## src/rtl/mux2_arbiter_pkg.sv

```systemverilog
// Shared types and constants for the two-requester round-robin arbiter.
//   state_t      : arbiter FSM states (IDLE, GRANT0, GRANT1), 2-bit binary
//   LAST_GNT_RST : reset value of the round-robin pointer (1 => req0 wins first tie)
package mux2_arbiter_pkg;

   typedef enum logic [1:0] {
      IDLE   = 2'b00,
      GRANT0 = 2'b01,
      GRANT1 = 2'b10
   } state_t;

   localparam logic LAST_GNT_RST = 1'b1;

endpackage

```

## src/rtl/mux2_dreg.sv

```systemverilog
// Registered 2:1 data mux with valid strobe; dout holds while vld_in is low.
//   clk, rst_n : clock, async active-low reset
//   sel        : 0 = din0, 1 = din1
//   vld_in     : current word belongs to a granted, still-requesting source
//   din0, din1 : candidate words
//   dout       : registered selected word
//   dout_vld   : registered valid
module mux2_dreg #(
   parameter int unsigned DW = 8
) (
   input  logic          clk,
   input  logic          rst_n,
   input  logic          sel,
   input  logic          vld_in,
   input  logic [DW-1:0] din0,
   input  logic [DW-1:0] din1,
   output logic [DW-1:0] dout,
   output logic          dout_vld
);

   // Output word register; only a valid word replaces the held value
   always_ff @(posedge clk or negedge rst_n) begin
      if (!rst_n) begin
         dout     <= '0;
         dout_vld <= 1'b0;
      end else begin
         dout_vld <= vld_in;
         if (vld_in) begin
            dout <= sel ? din1 : din0;
         end
      end
   end

endmodule

```

## src/rtl/mux2_arbiter.sv

```systemverilog
// Two-requester round-robin arbiter driving a registered 2:1 data mux.
// Optional hold limit: define MUX2_ARBITER_HOLD_LIMIT_EN to force a handover
// (or re-grant) after MAX_HOLD consecutive grant cycles; without it a grant
// lasts until its request drops.
//   sys_clk, sys_rst_n : clock, async active-low reset
//   req0, req1         : level requests
//   din0, din1         : requester data words
//   gnt0, gnt1         : registered grants (mutually exclusive)
//   sel                : registered mux select, holds its value in IDLE
//   dout, dout_vld     : registered selected word and valid, one cycle after gnt
module mux2_arbiter
   import mux2_arbiter_pkg::*;
#(
   parameter int unsigned DW       = 8,
   parameter int unsigned MAX_HOLD = 16
) (
   input  logic          sys_clk,
   input  logic          sys_rst_n,
   input  logic          req0,
   input  logic          req1,
   input  logic [DW-1:0] din0,
   input  logic [DW-1:0] din1,
   output logic          gnt0,
   output logic          gnt1,
   output logic          sel,
   output logic [DW-1:0] dout,
   output logic          dout_vld
);

   state_t state, state_nxt;
   logic   last_gnt;
   logic   grant_new;
   logic   expire;

`ifdef MUX2_ARBITER_HOLD_LIMIT_EN
   localparam int unsigned HW = $clog2(MAX_HOLD);

   logic [HW-1:0] hold_cnt;

   assign expire = (hold_cnt == HW'(MAX_HOLD - 1));

   // Hold counter: restarts on any grant entry, counts while a grant persists
   always_ff @(posedge sys_clk or negedge sys_rst_n) begin
      if (!sys_rst_n) begin
         hold_cnt <= '0;
      end else if (grant_new || (state_nxt == IDLE)) begin
         hold_cnt <= '0;
      end else if (state != IDLE) begin
         hold_cnt <= hold_cnt + HW'(1);
      end
   end
`else
   logic unused_max_hold;

   assign expire          = 1'b0;
   assign unused_max_hold = ^32'(MAX_HOLD);
`endif

   // State, grant, select and round-robin pointer registers
   always_ff @(posedge sys_clk or negedge sys_rst_n) begin
      if (!sys_rst_n) begin
         state    <= IDLE;
         gnt0     <= 1'b0;
         gnt1     <= 1'b0;
         sel      <= 1'b0;
         last_gnt <= LAST_GNT_RST;
      end else begin
         state <= state_nxt;
         gnt0  <= (state_nxt == GRANT0);
         gnt1  <= (state_nxt == GRANT1);
         if (state_nxt == GRANT0) begin
            sel <= 1'b0;
         end else if (state_nxt == GRANT1) begin
            sel <= 1'b1;
         end
         if (grant_new) begin
            last_gnt <= (state_nxt == GRANT1);
         end
      end
   end

   // Next-state logic; grant_new marks every grant entry including re-grant
   always_comb begin
      state_nxt = state;
      grant_new = 1'b0;
      case (state)
         IDLE: begin
            if (req0 && (!req1 || last_gnt)) begin
               state_nxt = GRANT0;
               grant_new = 1'b1;
            end else if (req1) begin
               state_nxt = GRANT1;
               grant_new = 1'b1;
            end
         end
         GRANT0: begin
            if (!req0 || expire) begin
               grant_new = req1 || req0;
               if (req1) begin
                  state_nxt = GRANT1;
               end else if (!req0) begin
                  state_nxt = IDLE;
               end
            end
         end
         GRANT1: begin
            if (!req1 || expire) begin
               grant_new = req0 || req1;
               if (req0) begin
                  state_nxt = GRANT0;
               end else if (!req1) begin
                  state_nxt = IDLE;
               end
            end
         end
         default: begin
            state_nxt = IDLE;
         end
      endcase
   end

   // A word is valid only while its requester is both granted and requesting
   mux2_dreg #(.DW(DW)) u_dreg (
      .clk      (sys_clk),
      .rst_n    (sys_rst_n),
      .sel      (sel),
      .vld_in   ((gnt0 & req0) | (gnt1 & req1)),
      .din0     (din0),
      .din1     (din1),
      .dout     (dout),
      .dout_vld (dout_vld)
   );

endmodule
```

## config.mk

```make
export PLATFORM = sky130hd
export DESIGN_NAME = mux2_arbiter
export DESIGN_NICKNAME = d
export VERILOG_FILES = /design/src/rtl/mux2_arbiter_pkg.sv /design/src/rtl/mux2_dreg.sv /design/src/rtl/mux2_arbiter.sv
export SDC_FILE = /design/constraint.sdc
export NUM_CORES = 1
export LEC_CHECK = 0
export ABC_AREA = 1
export ABC_CLOCK_PERIOD_IN_PS = 1390
export BUFFER_PORTS_ARGS = -buffer_cell sky130_fd_sc_hd__buf_2
export CAP_MARGIN = 20
export CORE_MARGIN = 4
export CORE_UTILIZATION = 41
export CTS_CLUSTER_SIZE = 10
export DETAILED_ROUTE_END_ITERATION = 10
export GPL_ROUTABILITY_DRIVEN = 0
export PLACE_DENSITY = 0.85
export SKIP_LAST_GASP = 1
export SLEW_MARGIN = 20
export SYNTH_ARGS = -nofsm -noshare
export SYNTH_HDL_FRONTEND = slang
export SYNTH_SLANG_ARGS = --single-unit
```

## constraint.sdc

```tcl
create_clock -name sys_clk -period 1.39 [get_ports sys_clk]
set_input_delay 0.139 -clock sys_clk [delete_from_list [all_inputs] [get_ports sys_clk]]
set_output_delay 0.139 -clock sys_clk [all_outputs]
set_load 0.01 [all_outputs]
```

# After elaboration in Yosys (flattened, before gate mapping)
# Index checks and enable logic that the tools add are counted.
[totals]
regBits = 15
in_bits = 20
output_inout_bits = 12
word_cells = 35
[classes]
n_eq_ne = 4
n_mux = 15
bitwise = 3
n_reduce_logical = 6
[ops]
columns = ["cell", "n"]
rows = [
  ["$mux 2", 5],
  ["$mux 8", 1],
  ["$mux 1", 7],
  ["$pmux 2 s3", 1],
  ["$eq 2x1->1 const B", 2],
  ["$eq 2x2->1 const B", 2],
  ["$pmux 1 s3", 1],
  ["$and 1x1->1", 2],
  ["$logic_not 2->1", 1],
  ["$logic_or 1x1->1", 2],
  ["$reduce_bool 2->1", 1],
  ["$logic_and 1x1->1", 1],
  ["$logic_not 1->1", 1],
  ["$or 1x1->1", 1],
]

# Longest topological paths before layout
[logic_depth]
ltp_word = 8
mapped_depth = 9
mapped_depth_nobuf = 9

# Cells and area by module
# Synthesis repeated with hierarchy kept, for this count alone.
[hier_totals]
cells_unflattened = 113
hier_area_um2 = 828.3
[by_module_without_submodules]
columns = ["module", "n_inst", "cells_each", "area_per_inst_um2", "seq_area_each_um2"]
rows = [
  ["mux2_dreg", 1, 69, 484.2, 225.2],
  ["mux2_arbiter", 1, 44, 344.1, 151.4],
]

# Least setup slack after synthesis
# No wires, ideal clock.
[synth_path]
kind = "register to register"
startpoint = "register last_gnt"
endpoint = "register sel"
setup_time_ns = 0.126
t_arrival_ns = 1.185
t_required_ns = 1.264
setup_slack_ns = 0.079
path_stages_with_launch = 9
period_less_slack_ns = 1.311
cell_sequence = "dfstp_2 -> inv_1 -> nand2_1 -> nand3_1 -> inv_1 -> nor2_1 -> ha_1 -> nand2_1 -> o21ai_0"
[synth_via]
elab_chain_len = 6
[synth_rtl]
columns = ["item", "line_no", "source"]
rows = [
  ["start, declared", "mux2_arbiter.sv:31", "logic last_gnt;"],
  ["start signal, assigned", "mux2_arbiter.sv:77", "last_gnt <= (state_nxt == GRANT1);"],
  ["$logic_or 1x1->1 *", "mux2_arbiter.sv:88", "if (req0 && (!req1 || last_gnt)) begin"],
  ["$logic_and 1x1->1 *", "mux2_arbiter.sv:88", ""],
  ["$mux 2 *", "mux2_arbiter.sv:88", ""],
  ["$pmux 2 s3 *", "mux2_arbiter.sv:86", "case (state)"],
  ["$eq 2x1->1 or $eq 2x2->1 (tied branches)", "mux2_arbiter.sv:71, mux2_arbiter.sv:73", ""],
  ["$mux 1 or $reduce_bool 2->1 (tied branches)", "-", ""],
  ["end signal, assigned", "mux2_arbiter.sv:65", "sel <= 1'b0;"],
  ["end signal, assigned", "mux2_arbiter.sv:72", "sel <= 1'b0;"],
  ["end signal, assigned", "mux2_arbiter.sv:74", "sel <= 1'b1;"],
  ["end, declared", "mux2_arbiter.sv:25", "output logic sel,"],
]
# Every way passes the cells marked *; elsewhere a longest branch is shown, timed or not.
# A chain may end at the register's enable or synchronous reset.

# Worst setup path in the final report
# Same ends and word-level chain as after synthesis.

==> flow_metrics.tcl <==
set metrics [dict create \
    status "finished clean" \
    syn_nets 117 \
    drtIter0Drc 10 \
    routed_wl_mm 1.73 \
    yosysTopAreaCellShare 0.452 \
    skew_ns 0.00188 \
    hp-class "input port to flop" \
    grt_pass1_vias 719 \
    drc_errors 0 \
    ys_warn_count 0 \
    max-vdd-ir-drop_uv 1010 \
    fill_cells 175 \
    setup_viol 0 \
    synth-seq-cells 15 \
    fin_crit_ns 1.35 \
    rsz0062_at_grt "true" \
    synthTopCellsByArea "dfrtp_1 (45%), nand2_1 (14%), nand3_1 (7.8%)" \
    cts_max_level 1 \
    detail_route.first_pass.iterations 5 \
    final_cell_mix "buf_2 (31), nand2_1 (29), inv_1 (12), dfrtp_1 (12), nand3_1 (11)" \
    ys_types 14 \
    cts_made_buffers 3 \
    cts.sinks 15 \
    required_ns 1.57 \
    grt_usage 0.147 \
    grt_max_degree 19 \
    clkTransAtPathRegs_ns 0.09 \
    vias 746 \
    antenna_found_initial 0 \
    path_class "flop to flop" \
    avgSynthCellArea_um2 8.24 \
    drive_gt1_frac 0.341 \
    hold_viol_final 0 \
    vias_per_cell 4.84 \
    startpoint_type "flop" \
    maxSlewHeadroom 0.789 \
    p_leak_uw 0.000594 \
    final_nets 153 \
    cts_tree "yes" \
    dp.cells 149 \
    core-area_mm2 0.00176 \
    fmax_mhz 738 \
    p_per_area_mw_per_mm2 1970 \
    arrival_ns 1.53 \
    die_w_um 51.5 \
    mostFrequentLayoutCell "buf_2" \
    ioPinCount 32 \
    syn_area_um2 774 \
    report.final.slew_viol_count 0 \
    rows 15 \
    die_area_mm2 0.00265 \
    cts.path.max_buffers 2 \
    ant_nets 0 \
    end_kind "flop" \
    yosysSeqAreaShare 0.486 \
    tightest_slew_ns 0.316 \
    grt_pass1_wl_mm 2.94 \
    drv_cap 0 \
    setup_tns_ns 0 \
    root_buffer "clkbuf_4" \
    path_max_fanout 2 \
    hpwl_mm 1.33 \
    port_buffers 31 \
    initial_core_util 0.439 \
    antenna_cells 0 \
    final_cells 154 \
    overflow 0 \
    insertion_delay_ns 0.28 \
    area_growth_pct 28.8 \
    die_h_um 51.5 \
    synth_cells 94 \
    wl_per_cell_um 11.2 \
    synth_area_leader_cell "dfrtp_1" \
    final.period_utilization 0.975 \
]
through the flow:
stage | util | setup slack, ns | total power [uW] | cell area (um2) | hold slack [ns]
finish | 0.565 | 0.0350 | 1960 | 997 | 0.0928
global route | 0.565 | -0.0457 | 2150 | 997 | 0.0799
CTS | 0.564 | 0.0135 | 1970 | 995 | 0.0868
detailed placement | 0.540 | 0.0120 | 1710 | 952 | 0.0545
global placement | 0.540 | 0.0690 | 1670 | 952 | 0.0511
floorplan | - | 0.0786 | 1410 | 774 | -0.157
repair_timing:
item | in CTS | in global routing
gates resized for setup | 1 | 4
hold endpoints to repair | 14 | 0
endpoints found under the setup margin | 1 | 2
buffers inserted | 0 | 0
hold buffers | 1 | 0
synthesized netlist by cell type:
cell	count
nand2_1	29
o21ai_0	2
dfrtp_1	14
buf_2	1
nand2_4	2
nand3_1	12
nor2_1	6
ha_1	3
buf_6	1
nand2_2	1
dfstp_2	1
inv_1	13
o211ai_1	8
a21oi_1	1
cells by family after synthesis:
| group | synth area share |
|---|---|
| AO/OA/AOI/OAI | 0.0969 |
| adder cells (fa/ha/maj) | 0.0485 |
| buffers and inverters | 0.0840 |
| flip-flops | 0.486 |
| AND/OR/NAND/NOR | 0.284 |
path summary, 6_finish.rpt:
path                                      startpoint                          to  slack [ns]  depth (start not counted)
worst min-delay path                         din0[1]  u_dreg.dout[1]$_DFFE_PN0P_        0.09                          3
max in group asynchronous                  sys_rst_n        last_gnt$_DFFE_PN1P_        0.83                          2
worst max-delay path            last_gnt$_DFFE_PN1P_             sel$_DFFE_PN0P_        0.04                          8
worst min register to register  last_gnt$_DFFE_PN1P_        last_gnt$_DFFE_PN1P_        0.48                          2
min in group asynchronous                  sys_rst_n  u_dreg.dout[6]$_DFFE_PN0P_        0.27                          2
worst max register to register  last_gnt$_DFFE_PN1P_             sel$_DFFE_PN0P_        0.04                          8
cell type report:
type,instances,area [um2],share of cell area
clock inverters,1,5.00,0.00502
inverters,13,48.8,0.0489
repair buffers,33,173,0.173
multi-input cells,64,338,0.339
well taps,25,31.3,0.0314
clock buffers,3,22.5,0.0226
flip-flops and latches,15,379,0.380
sequential cells by signal, indices dropped and copies added (netlist names):
| register | cells |
|---|---|
| gnt0 | 1 |
| gnt1 | 1 |
| last_gnt | 1 |
| sel | 1 |
| state | 2 |
| u_dreg.dout | 8 |
| u_dreg.dout_vld | 1 |
where the power goes:
group / internal, uW / leakage [uW] / switching [uW]
Clock: 107 / 0.0000177 / 137
Sequential: 661 / 0.000181 / 186
Combinational: 369 / 0.000395 / 502
Total: 1140 / 0.000594 / 826
per-layer routing:
| layer | track usage | up-vias | routed length, um |
|---|---|---|---|
| li1 | - | 372 | - |
| met5 | 0 | - | 0 |
| met2 | 0.254 | 28 | 818 |
| met1 | 0.172 | 341 | 748 |
| met3 | 0.0466 | 5 | 139 |
| met4 | 0.0437 | 0 | 19 |
worst max-delay path, cell delays in order (launching register included):
cell and delay (ns):
dfstp_2 0.54, inv_1 0.03, nand2_1 0.06, nand3_2 0.09, inv_2 0.07, nor2_1 0.04
ha_1 0.30, nand2_1 0.07, o21ai_1 0.06
(Power assumes the default switching activity.)
